===== config.mk =====
export PLATFORM = sky130hd
export DESIGN_NAME = oam_dma_controller_flat
export DESIGN_NICKNAME = d
export VERILOG_FILES = /design/src/rtl/ppu_dma_pkg.sv /design/src/rtl/oam_dma_controller_if.sv /design/src/rtl/oam_dma_controller.sv /design/src/flat_wrapper.sv
export SDC_FILE = /design/constraint.sdc
export NUM_CORES = 1
export LEC_CHECK = 0
export CORE_MARGIN = 1
export CORE_UTILIZATION = 47
export DETAILED_ROUTE_END_ITERATION = 8
export MAX_ROUTING_LAYER = met4
export PLACE_DENSITY = 0.76
export SYNTH_ARGS = -nofsm -noshare
export SYNTH_HDL_FRONTEND = slang
export SYNTH_SLANG_ARGS = --single-unit

===== constraint.sdc =====
create_clock -name clock -period 1.5 [get_ports clock]
set_input_delay 0.15 -clock clock [delete_from_list [all_inputs] [get_ports clock]]
set_output_delay 0.15 -clock clock [all_outputs]
set_load 0.01 [all_outputs]

===== src/rtl/ppu_dma_pkg.sv =====
// Shared definitions for the sprite DMA engine: FSM encoding, default geometry
// and the CPU-visible register address used by the bus decoder.
package ppu_dma_pkg;

  typedef enum logic [2:0] {
    IDLE,
    HALT,
    ALIGN,
    READ,
    WRITE
  } dma_state_t;

  localparam int          DMA_LENGTH_DEFAULT   = 256;
  localparam logic [15:0] OAMDATA_ADDR_DEFAULT = 16'h2004;
  localparam logic [15:0] DMA_REG_ADDR         = 16'h4014;

  // Source address of one byte of the transfer.
  function automatic logic [15:0] pageAddress(input logic [7:0] page,
                                              input logic [7:0] idx);
    return {page, idx};
  endfunction

endpackage


===== src/rtl/oam_dma_controller_if.sv =====
// Bus-side signal bundle of the sprite DMA engine. The master side is the
// CPU/bus fabric, the slave side is the engine itself.
interface oam_dma_controller_if;
  import ppu_dma_pkg::*;

  logic        clock_EN;
  logic        dmaWrite;
  logic [7:0]  dmaPage;
  logic        busStall;
  logic [7:0]  busData_IN;
  logic        cpuHalt;
  logic        busRead;
  logic [15:0] busAddress;
  logic        oamWrite;
  logic [7:0]  oamData;
  logic        busy;
  dma_state_t  dbgState;

  // Handshake: dmaWrite and busStall are sampled only on clock_EN edges; a
  // busStall seen on an edge freezes the CPU cycle that edge begins. oamWrite
  // is a one-CPU-cycle strobe with no back-pressure from the sprite handler.
  modport master (
    output clock_EN, dmaWrite, dmaPage, busStall, busData_IN,
    input  cpuHalt, busRead, busAddress, oamWrite, oamData, busy, dbgState
  );

  modport slave (
    input  clock_EN, dmaWrite, dmaPage, busStall, busData_IN,
    output cpuHalt, busRead, busAddress, oamWrite, oamData, busy, dbgState
  );

endinterface


===== src/rtl/oam_dma_controller.sv =====
// $4014 sprite DMA: halts the CPU, copies one page into OAM through the
// $2004 write port, then releases the CPU. All outputs are registered.
module oam_dma_controller
  import ppu_dma_pkg::*;
#(
  parameter int          DMA_LENGTH   = DMA_LENGTH_DEFAULT,
  parameter logic [15:0] OAMDATA_ADDR = OAMDATA_ADDR_DEFAULT
) (
  input logic                 clock,
  input logic                 reset,
  oam_dma_controller_if.slave bus
);

  localparam logic [7:0] LAST_INDEX = 8'(DMA_LENGTH - 1);

  dma_state_t  state;
  logic        cpuParity;
  logic        stalled;
  logic [7:0]  pageReg;
  logic [7:0]  index;
  logic [7:0]  dataReg;

  logic        cpuHaltReg;
  logic        busReadReg;
  logic        oamWriteReg;
  logic [7:0]  oamDataReg;
  logic [15:0] busAddressReg;

  dma_state_t  nextState;
  logic [7:0]  nextPage;
  logic [7:0]  nextIndex;
  logic [7:0]  nextData;
  logic        nextStall;
  logic [15:0] nextAddress;

  // A stalled cycle performs no work, so the cycle after it repeats the same
  // state with the same index and data.
  always_comb begin
    nextState = state;
    nextPage  = pageReg;
    nextIndex = index;
    nextData  = dataReg;
    if (!stalled) begin
      case (state)
        IDLE: begin
          if (bus.dmaWrite) begin
            nextPage  = bus.dmaPage;
            nextIndex = 8'd0;
            nextState = HALT;
          end
        end
        HALT:  nextState = cpuParity ? READ : ALIGN;
        ALIGN: nextState = READ;
        READ: begin
          nextData  = bus.busData_IN;
          nextState = WRITE;
        end
        WRITE: begin
          nextIndex = index + 8'd1;
          nextState = (index == LAST_INDEX) ? IDLE : READ;
        end
        default: nextState = IDLE;
      endcase
    end
    nextStall = bus.busStall && (nextState != IDLE);

    nextAddress = 16'h0000;
    if (nextState == READ) begin
      nextAddress = pageAddress(nextPage, nextIndex);
    end else if (nextState == WRITE) begin
      nextAddress = OAMDATA_ADDR;
    end
  end

  always_ff @(posedge clock or posedge reset) begin
    if (reset) begin
      state         <= IDLE;
      cpuParity     <= 1'b0;
      stalled       <= 1'b0;
      pageReg       <= 8'd0;
      index         <= 8'd0;
      dataReg       <= 8'd0;
      cpuHaltReg    <= 1'b0;
      busReadReg    <= 1'b0;
      oamWriteReg   <= 1'b0;
      oamDataReg    <= 8'd0;
      busAddressReg <= 16'h0000;
    end else if (bus.clock_EN) begin
      cpuParity     <= ~cpuParity;
      state         <= nextState;
      stalled       <= nextStall;
      pageReg       <= nextPage;
      index         <= nextIndex;
      dataReg       <= nextData;
      cpuHaltReg    <= (nextState != IDLE);
      busReadReg    <= (nextState == READ);
      // A stalled WRITE cycle keeps the strobe low; the byte goes out on the repeat.
      oamWriteReg   <= (nextState == WRITE) && !nextStall;
      oamDataReg    <= (nextState == WRITE) ? nextData : 8'd0;
      busAddressReg <= nextAddress;
    end
  end

  assign bus.cpuHalt    = cpuHaltReg;
  assign bus.busy       = cpuHaltReg;
  assign bus.busRead    = busReadReg;
  assign bus.busAddress = busAddressReg;
  assign bus.oamWrite   = oamWriteReg;
  assign bus.oamData    = oamDataReg;
  assign bus.dbgState   = state;

endmodule


===== src/flat_wrapper.sv =====
// flat-port wrapper written by rule: the top's interface ports become plain ports
module oam_dma_controller_flat import ppu_dma_pkg::*;
#(
  parameter int          DMA_LENGTH   = DMA_LENGTH_DEFAULT,
  parameter logic [15:0] OAMDATA_ADDR = OAMDATA_ADDR_DEFAULT
)
  (clock, reset, bus_clock_EN, bus_dmaWrite, bus_dmaPage, bus_busStall, bus_busData_IN, bus_cpuHalt, bus_busRead, bus_busAddress, bus_oamWrite, bus_oamData, bus_busy, bus_dbgState);
  oam_dma_controller_if bus_i ();
  input logic clock;
  input logic reset;
  input wire logic [$bits(bus_i.clock_EN)-1:0] bus_clock_EN;
  input wire logic [$bits(bus_i.dmaWrite)-1:0] bus_dmaWrite;
  input wire logic [$bits(bus_i.dmaPage)-1:0] bus_dmaPage;
  input wire logic [$bits(bus_i.busStall)-1:0] bus_busStall;
  input wire logic [$bits(bus_i.busData_IN)-1:0] bus_busData_IN;
  output wire logic [$bits(bus_i.cpuHalt)-1:0] bus_cpuHalt;
  output wire logic [$bits(bus_i.busRead)-1:0] bus_busRead;
  output wire logic [$bits(bus_i.busAddress)-1:0] bus_busAddress;
  output wire logic [$bits(bus_i.oamWrite)-1:0] bus_oamWrite;
  output wire logic [$bits(bus_i.oamData)-1:0] bus_oamData;
  output wire logic [$bits(bus_i.busy)-1:0] bus_busy;
  output wire logic [$bits(bus_i.dbgState)-1:0] bus_dbgState;
  assign bus_i.clock_EN = bus_clock_EN;
  assign bus_i.dmaWrite = bus_dmaWrite;
  assign bus_i.dmaPage = bus_dmaPage;
  assign bus_i.busStall = bus_busStall;
  assign bus_i.busData_IN = bus_busData_IN;
  assign bus_cpuHalt = bus_i.cpuHalt;
  assign bus_busRead = bus_i.busRead;
  assign bus_busAddress = bus_i.busAddress;
  assign bus_oamWrite = bus_i.oamWrite;
  assign bus_oamData = bus_i.oamData;
  assign bus_busy = bus_i.busy;
  assign bus_dbgState = bus_i.dbgState;
  oam_dma_controller #(.DMA_LENGTH(DMA_LENGTH), .OAMDATA_ADDR(OAMDATA_ADDR)) u_core (.clock(clock), .reset(reset), .bus(bus_i));
endmodule

# == Yosys cells after proc, flatten, opt, wreduce, memory -nomap -nowiden ==
# Cells that the tools add are included.
# op_classes
n_bitwise,1
eq_ne,7
add_sub_neg,1
n_reduce_logical,5
mux,16
# op_table
operator,n
8-bit two-way mux,8
16-bit two-way mux,1
8-bit one-hot mux with 2 select lines,1
3-bit one-hot mux with 5 select lines,1
14-bit two-way mux,1
"3-bit by 2-bit equality test with 1-bit output, second input constant",3
"8-bit by 1-bit adder with 8-bit output, second input constant",1
"8-bit equality test, second input constant",1
"3-bit equality test, second input constant",2
3-bit two-way mux,2
"3-bit by 1-bit equality test with 1-bit output, second input constant",1
3-bit zero test,1
3-bit nonzero test,1
1-bit logical AND,2
2-bit two-way mux,1
1-bit zero test,1
1-bit two-way mux,1
1-bit NOT,1
# totals
in_bits,21
output_inout_bits,31
word_cells,41
regBits,56

# == Logic depth before layout (Yosys ltp) ==
# Gate-level depths: netlist of the first run.
# depth
ltp_word,8
mapped_depth,7
depth_no_buf,6

# == Worst setup path after synthesis of the first run ==
# OpenSTA, ideal clock, no wires.
# synth_timing
path_kind,flip-flop to flip-flop
start,reg u_core.state[0] (netlist: u_core.bus.dbgState[0])
end,reg u_core.index[6]
path_stages_with_launch,7
slack_ns,-0.122
setup_time_ns,0.137
arrival_ns,1.485
synth_period_minus_slack_ns,1.622
n_path_buf,1
t_required_ns,1.363
path_cell_list,dfrtp_1 > buf_6 > or3_4 > nor2_4 > o21ai_2 > a22oi_2 > a21oi_1
# synth_via
elab_chain_cells,3
elab_cells_between_ends,4
cone_classes,1 x eq/ne; 2 x mux; 1 x reduce/logical
# synth_lines
item,line,rtl
start: declaration,oam_dma_controller.sv:16,dma_state_t state;
start signal: assignment,oam_dma_controller.sv:90,state <= nextState;
3-bit equality test or 3-bit zero test (tied branches),oam_dma_controller.sv:44,case (state)
8-bit one-hot mux with 2 select lines *,oam_dma_controller.sv:44,
8-bit two-way mux *,oam_dma_controller.sv:43,if (!stalled) begin
end signal: assignment,oam_dma_controller.sv:93,index <= nextIndex;
end: declaration,oam_dma_controller.sv:20,logic [7:0] index;
# Mark *: on every way between the ends. The rest lies on a longest branch, timed or not.
# A chain may end at the register's enable or synchronous reset.

# == Final worst setup path of the first run ==
# layout_timing
start,reg u_core.state[0] (netlist: u_core.bus.dbgState[0])
end,reg u_core.busAddressReg[13] (netlist: u_core.bus.busAddress[13])
# layout_via
elab_chain_cells,6
elab_cells_between_ends,14
cone_classes,6 x eq/ne; 7 x mux; 1 x reduce/logical
# layout_lines
item,line,rtl
3-bit equality test (tied with other cells),oam_dma_controller.sv:44,
3-bit one-hot mux with 5 select lines,oam_dma_controller.sv:44,
3-bit two-way mux,oam_dma_controller.sv:43,
3-bit equality test,oam_dma_controller.sv:70,end else if (nextState == WRITE) begin
14-bit two-way mux,oam_dma_controller.sv:70,
16-bit two-way mux *,oam_dma_controller.sv:68,if (nextState == READ) begin
end signal: assignment,oam_dma_controller.sv:100,busAddressReg <= nextAddress;
end: declaration,oam_dma_controller.sv:27,logic [15:0] busAddressReg;
# Marked as above.

==> summary.md, run 1 <==
| Metric | Value |
|---|---|
| Total wire length | `7.95 mm` |
| Crit path required time | `1.73 ns` |
| Post-layout min period | `1.68 ns` |
| Layout Nets | `374` |
| RSZ-0062 raised after global routing | `true` |
| Sequential fraction of the synthesis area | `49.0%` |
| Clk slew on worst S/H paths | `0.10 ns` |
| Grt met2 use | `40.9%` |
| Xor/xnor share of the synthesized area | `0.918%` |
| Ys Warns | `0` |
| CP endpoint kind | `flip-flop` |
| Combinational family with the most area after synthesis | `compound AO/OA/AOI/OAI gates` |
| Worst-margin pin slew | `0.350 ns` |
| Top cell type's share of synthesized area | `49.0%` |
| Hold Path Class | `input pin to asynchronous set/reset pin` |
| Mux cell area share after synthesis | `14.0%` |
| FF-to-FF Start | `u_core.bus.dbgState[0]$_DFFE_PP0P_` |
| Outcome | `finished, violations left` |
| Die width | `80.0 um` |
| Final cell utilization of the core | `70.2%` |
| Critical path type | `flip-flop to flip-flop` |
| Post-synth EDFFs | `0` |
| Seq cells post-synth | `56` |
| Core Box Area | `5890 um^2` |
| DR WL/cell | `18.6 um` |
| Starting density of the core | `48.6%` |
| Rel. slew slack | `76.5%` |
| Hold Vio Cnt, Final | `0` |
| R2r setup slk | `-0.18 ns` |
| N_diodes | `0` |
| Synth cell count leaders | `56 x dfrtp_1, 19 x o21ai_0, 17 x mux2_2` |
| Synth Area in Compound Gates | `15.3%` |
| Most frequent cell after synthesis | `dfrtp_1` |
| Crit path max-delay family | `compound AO/OA/AOI/OAI gates` |
| Max Clk Rate | `596 MHz` |
| IO Count | `52` |
| Chip height | `80.0 um` |
| Failing checks | `setup timing` |
| Final period util | `112%` |
| Drt first pass iters | `4` |
| Fraction of layout cells with a size suffix above 1 | `39.7%` |
| Max stage delay on crit path | `0.50 ns` |
| Arr. time, crit path | `1.90 ns` |
| Root Buffer | `clkbuf_8` |
| Dominant synthesized flop cell | `dfrtp_1` |
| Max Cap Viol | `0` |
| Initial drt markers | `279` |
| GRT Total Usage | `25.4%` |
| Port-buffer cells | `51` |
| Synth area leaders | `dfrtp_1 49%, mux2_2 6.7%, mux2_4 4.2%` |
| Slew Viols, Final | `0` |
| Latest clock arrival within the worst-skew pair | `0.32 ns` |
| Slowest CP cell | `dfrtp_2` |
| Met3 Usage GRT | `4.91%` |
| GP Congestion | `0.876` |
| Cell variety after synth | `53` |
| Busiest layer in global routing | `met2` |
| Post-synth top area cell | `dfrtp_1` |
| CP Max Fanout | `8` |
| Synthesized area per cell | `10.9 um^2` |
| TritonCTS Sinks | `56` |
| DR vias | `2419` |
| Clock Path Buffers | `2` |
| Grt met1 use | `32.3%` |
| Dpl hpwl | `4.61 mm` |
| Vias in the first global route | `2461` |
| Worst reg2reg path depth | `5` |
| Htree depth | `2` |
| Largest net degree at the start of global routing | `52` |
| Mapped Cells | `262` |
| Row Count | `28` |
| Bufs and invs on worst path | `1` |
| Total power | `8090 uW` |
| Total negative slack | `-4.79 ns` |
| Hold buffer count at cts | `0` |
| Pre-CTS WS | `-0.219 ns` |
| Adder-cell share of the synthesized area | `0.437%` |
| Mapped cell area | `2860 um^2` |
| Dpl cells | `407` |
| Worst setup SP type | `flip-flop` |
| Power Density | `1960 nW/um^2` |
| First-pass GRT wire length | `12.0 mm` |
| Ys async rst share | `100%` |
| Cts bufs inserted | `5` |
| Sequence of cells on the critical path | `buf_6, o32a_1, o211ai_4, nand4_1, a31oi_1` |
| Leak pwr | `0.00181 uW` |
| Die Footprint | `6410 um^2` |
| Avg Vias per Cell | `5.65` |
| Crit Reg-Reg Endpoint | `u_core.bus.busAddress[13]$_DFFE_PP0P_` |
| Residual DRC count | `0` |
| Post-Synth Simple-Gate Area | `14.6%` |
| Final Setup Violations | `54` |
| GRT Residual Overflow | `0` |
| Area delta synth->final | `44.3%` |
| Final Skew | `0.00965 ns` |
| Initial antenna violation count | `0` |
| Setup ws final | `-0.177 ns` |
| VDD IR-drop max | `0.860 mV` |
| CTS tree | `yes` |
| Post-route ant nets | `0` |
| Final Non-Filler Cells | `428` |
| Syn_nets | `284` |
[cells by family (layout without fill, tap and decap cells)]
logic type	count (synthesis)	after routing
AOI/OAI and AO/OA	65	65
xor gates and xnor gates	3	3
adders and majority gates	1	1
buffers and inverters	31	120
DFF	56	56
muxes	34	34
and+or+nand+nor	72	74
[placed cells by master (no fill, tap or decap), types with 7 or more instances in the layout]
master / instances
a21o_1: 8
a21oi_1: 8
buf_4: 37
buf_6: 7
clkdlybuf4s50_1: 48
dfrtp_1: 52
inv_1: 10
mux2_2: 15
mux2_4: 10
nand2_1: 13
nand3_1: 10
nor2_1: 12
nor3_2: 10
o21ai_1: 13
[sequential cells by signal (all words and copies together), names as in the netlist, 3 cells and up]
name                   flops
u_core.pageReg             8
u_core.bus.oamData         8
u_core.index               8
u_core.dataReg             8
u_core.bus.busAddress     16
u_core.bus.dbgState        3
[worst max-delay path by stage]
stage / start / endpoint / depth (start not counted)
after floorplan: u_core.bus.dbgState[1]$_DFFE_PP0P_ / u_core.index[3]$_DFFE_PP0P_ / 5
after global placement: u_core.stalled$_DFFE_PP0P_ / u_core.bus.busAddress[2]$_DFFE_PP0P_ / 6
after detailed placement: u_core.stalled$_DFFE_PP0P_ / u_core.bus.busAddress[2]$_DFFE_PP0P_ / 6
after CTS: u_core.stalled$_DFFE_PP0P_ / u_core.bus.busAddress[13]$_DFFE_PP0P_ / 6
after global routing: u_core.index[0]$_DFFE_PP0P_ / u_core.bus.dbgState[1]$_DFFE_PP0P_ / 7
final: u_core.bus.dbgState[0]$_DFFE_PP0P_ / u_core.bus.busAddress[13]$_DFFE_PP0P_ / 5
[area by class of cell]
class	count	area [um^2]
clock buffer	7	86.3
clock inverter	1	7.51
fill	418	1750
inverter	14	56.3
multi-input combinational	177	1550
sequential	56	1410
tap	75	93.8
timing repair buffer	98	935
[where the power goes]
group / total, uW / internal [uW] / leakage [uW] / switching (uW)
combinational: 4560 / 2480 / 0.00105 / 2080
clock: 888 / 377 / 0.0000445 / 511
sequential: 2650 / 2150 / 0.000709 / 500
[through the flow]
| stage | hold WS, ns | instance area (um^2) |
|---|---|---|
| 3_5_place_dp | 0.416 | 3730 |
| 2_1_floorplan | 0.230 | 2920 |
| 6_report | 0.0744 | 4130 |
| 5_1_grt | 0.0909 | 4130 |
| 3_3_place_gp | 0.415 | 3730 |
| 4_1_cts | 0.0706 | 4000 |
[worst register-to-register path, stage by stage (launching register included)]
cell and delay, ns:
dfrtp_2 0.50, buf_6 0.17, o32a_1 0.37, o211ai_4 0.23
nand4_1 0.14, a31oi_1 0.18
[routing by layer]
layer | routed length, um | up-vias
li1 | - | 1115
met1 | 3320 | 1197
met2 | 4020 | 89
met3 | 376 | 18
met4 | 228 | 0
met5 | 0 | -
[repair_timing]
action / in CTS / in global routing
resized for setup: 46 / 23
pin swaps: 17 / 17
endpoints found under the setup margin: 56 / 53
cloned: 2 / 0
setup buffers: 6 / 6
Note: power is estimated with default switching activity, not from simulation.
==> inputs of run 2 (changes only) <==
--- a/config.mk
+++ b/config.mk
@@ -6,10 +6,11 @@
 export NUM_CORES = 1
 export LEC_CHECK = 0
 export CORE_MARGIN = 1
-export CORE_UTILIZATION = 47
+export CORE_UTILIZATION = 49
+export CTS_BUF_LIST = sky130_fd_sc_hd__clkbuf_4
 export DETAILED_ROUTE_END_ITERATION = 8
 export MAX_ROUTING_LAYER = met4
-export PLACE_DENSITY = 0.76
+export PLACE_DENSITY = 0.78
 export SYNTH_ARGS = -nofsm -noshare
 export SYNTH_HDL_FRONTEND = slang
 export SYNTH_SLANG_ARGS = --single-unit
==> summary.md, run 2 (synthesis results as in run 1) <==
| Metric | Value |
|---|---|
| Outcome | `finished, violations left` |
| Failing checks | `setup timing` |
| Final period util | `122%` |
| GP Congestion | `0.859` |
| GRT Residual Overflow | `0` |
| Worst setup SP type | `flip-flop` |
| Root Buffer | `clkbuf_4` |
| N_diodes | `0` |
| Commonest non-fill, non-tap cell in the layout | `dfrtp_1` |
| Crit Reg-Reg Endpoint | `u_core.bus.oamData[6]$_DFFE_PP0P_` |
| Max Cap Viol | `0` |
| Area delta synth->final | `53.3%` |
| Final Skew | `0.0229 ns` |
| Residual DRC count | `0` |
| Final Setup Violations | `56` |
| Sequential share of power | `32.0%` |
| Hold buffer count at cts | `0` |
| Core Box Area | `5570 um^2` |
| Worst reg2reg path depth | `6` |
| Starting density of the core | `51.4%` |
| Htree depth | `2` |
| Dpl hpwl | `4.78 mm` |
| RSZ-0062 raised after global routing | `true` |
| Row Count | `27` |
| Layout Nets | `390` |
| Fraction of layout cells with a size suffix above 1 | `45.1%` |
| CP endpoint kind | `flip-flop` |
| Avg Vias per Cell | `6.14` |
| Slew Viols, Final | `0` |
| DR vias | `2700` |
| DR WL/cell | `21.2 um` |
| Leak pwr | `0.00214 uW` |
| Chip height | `78.4 um` |
| IO Count | `52` |
| Initial drt markers | `241` |
| Clk pwr share | `8.3%` |
| Vias in the first global route | `2588` |
| Cts bufs inserted | `5` |
| Hold Path Class | `input pin to asynchronous set/reset pin` |
| Post-route ant nets | `0` |
| Crit path required time | `1.86 ns` |
| Final cell utilization of the core | `78.7%` |
| Port-buffer cells | `51` |
| Clock Path Buffers | `2` |
| Dpl cell area | `3740 um^2` |
| Most frequent cells in the layout | `52 x dfrtp_1, 46 x buf_4, 32 x clkdlybuf4s50_1` |
| Die Footprint | `6150 um^2` |
| Arr. time, crit path | `2.18 ns` |
| Latest clock arrival within the worst-skew pair | `0.41 ns` |
| Max Clk Rate | `548 MHz` |
| Power Density | `1940 nW/um^2` |
| Fill count | `322` |
| R2r setup slk | `-0.32 ns` |
| FF-to-FF Start | `u_core.bus.dbgState[0]$_DFFE_PP0P_` |
| Initial antenna violation count | `0` |
| CP Max Fanout | `8` |
| TritonCTS Sinks | `56` |
| Hold Vio Cnt, Final | `0` |
| Largest net degree at the start of global routing | `30` |
| Sw Share | `40.4%` |
| Design Area, Final | `4390 um^2` |
| Setup ws final | `-0.324 ns` |
| Die width | `78.4 um` |
| VDD IR-drop max | `1.11 mV` |
| Post-layout min period | `1.82 ns` |
| Rel. slew slack | `78.3%` |
| Clk slew on worst S/H paths | `0.17 ns` |
| Int Pwr | `5080 uW` |
| NetSw | `3440 uW` |
| GRT Total Usage | `27.7%` |
| Drt first pass iters | `5` |
| Largest register FFs | `16` |
| Combinational power share | `59.6%` |
| First-pass GRT wire length | `12.8 mm` |
| CTS tree | `yes` |
| Total wire length | `9.33 mm` |
| Critical path type | `flip-flop to flip-flop` |
| Worst-margin pin slew | `0.323 ns` |
| Total power | `8520 uW` |
-- run 2: final cells by class --
cell class | count | area [um^2] | area share [%]
Clock inverter | 1 | 8.76 | 0.200
Tap cell | 72 | 90.1 | 2.05
Timing Repair Buffer | 114 | 1120 | 25.6
Clock buffer | 6 | 45.0 | 1.03
Inverter | 14 | 58.8 | 1.34
Sequential cell | 56 | 1410 | 32.1
Multi-Input combinational cell | 177 | 1650 | 37.7
-- run 2: metrics by stage --
step	setup WS [ns]	setup TNS [ns]	hold slack [ns]	std cells
2_1_floorplan	-0.0488	-0.450	0.230	262
3_3_place_gp	-0.140	-4.32	0.465	407
3_5_place_dp	-0.177	-5.68	0.468	407
4_1_cts	-0.151	-3.47	0.141	430
5_1_grt	-0.327	-9.54	0.142	440
6_report	-0.324	-7.36	0.115	440
-- run 2: critical path, cell delays in order (launching register included) --
cell and delay (ns):
dfrtp_2 0.53, or3b_4 0.43, nor2_2 0.15, nor2_4 0.07, buf_6 0.14, nor3_1 0.30
a21o_1 0.16
-- run 2: routing by layer --
metal	GRT usage, %	share of wire (%)	vias up
li1	-	-	1157
met1	33.6	40	1341
met2	46.3	50	156
met3	5.58	6.2	46
met4	9.07	3.7	0
met5	-	0	-
-- run 2: power by group through the flow --
| stage | registers [uW] | clock network (uW) | logic [uW] |
|---|---|---|---|
| 2_1_floorplan | 2700 | 0 | 2050 |
| 3_3_place_gp | 2630 | 0 | 3550 |
| 3_5_place_dp | 2650 | 0 | 3640 |
| 4_1_cts | 2610 | 683 | 4590 |
| 5_1_grt | 2770 | 766 | 5320 |
| 6_report | 2730 | 711 | 5080 |
-- run 2: worst max-delay path by stage --
stage,from,end,slack (ns)
2_1_floorplan,u_core.bus.dbgState[1]$_DFFE_PP0P_,u_core.index[3]$_DFFE_PP0P_,-0.05
3_3_place_gp,u_core.stalled$_DFFE_PP0P_,u_core.bus.busAddress[13]$_DFFE_PP0P_,-0.14
3_5_place_dp,u_core.stalled$_DFFE_PP0P_,u_core.bus.busAddress[5]$_DFFE_PP0P_,-0.18
4_1_cts,u_core.stalled$_DFFE_PP0P_,u_core.bus.busAddress[0]$_DFFE_PP0P_,-0.15
5_1_grt,u_core.bus.dbgState[0]$_DFFE_PP0P_,u_core.bus.oamData[6]$_DFFE_PP0P_,-0.33
6_report,u_core.bus.dbgState[0]$_DFFE_PP0P_,u_core.bus.oamData[6]$_DFFE_PP0P_,-0.32
-- run 2: timing repair --
action                     4_1_cts  5_1_grt
buffers inserted                12       11
gates resized for setup         68       42
pin swaps                       29       13
gates cloned                     4        0
setup endpoints to repair       54       72
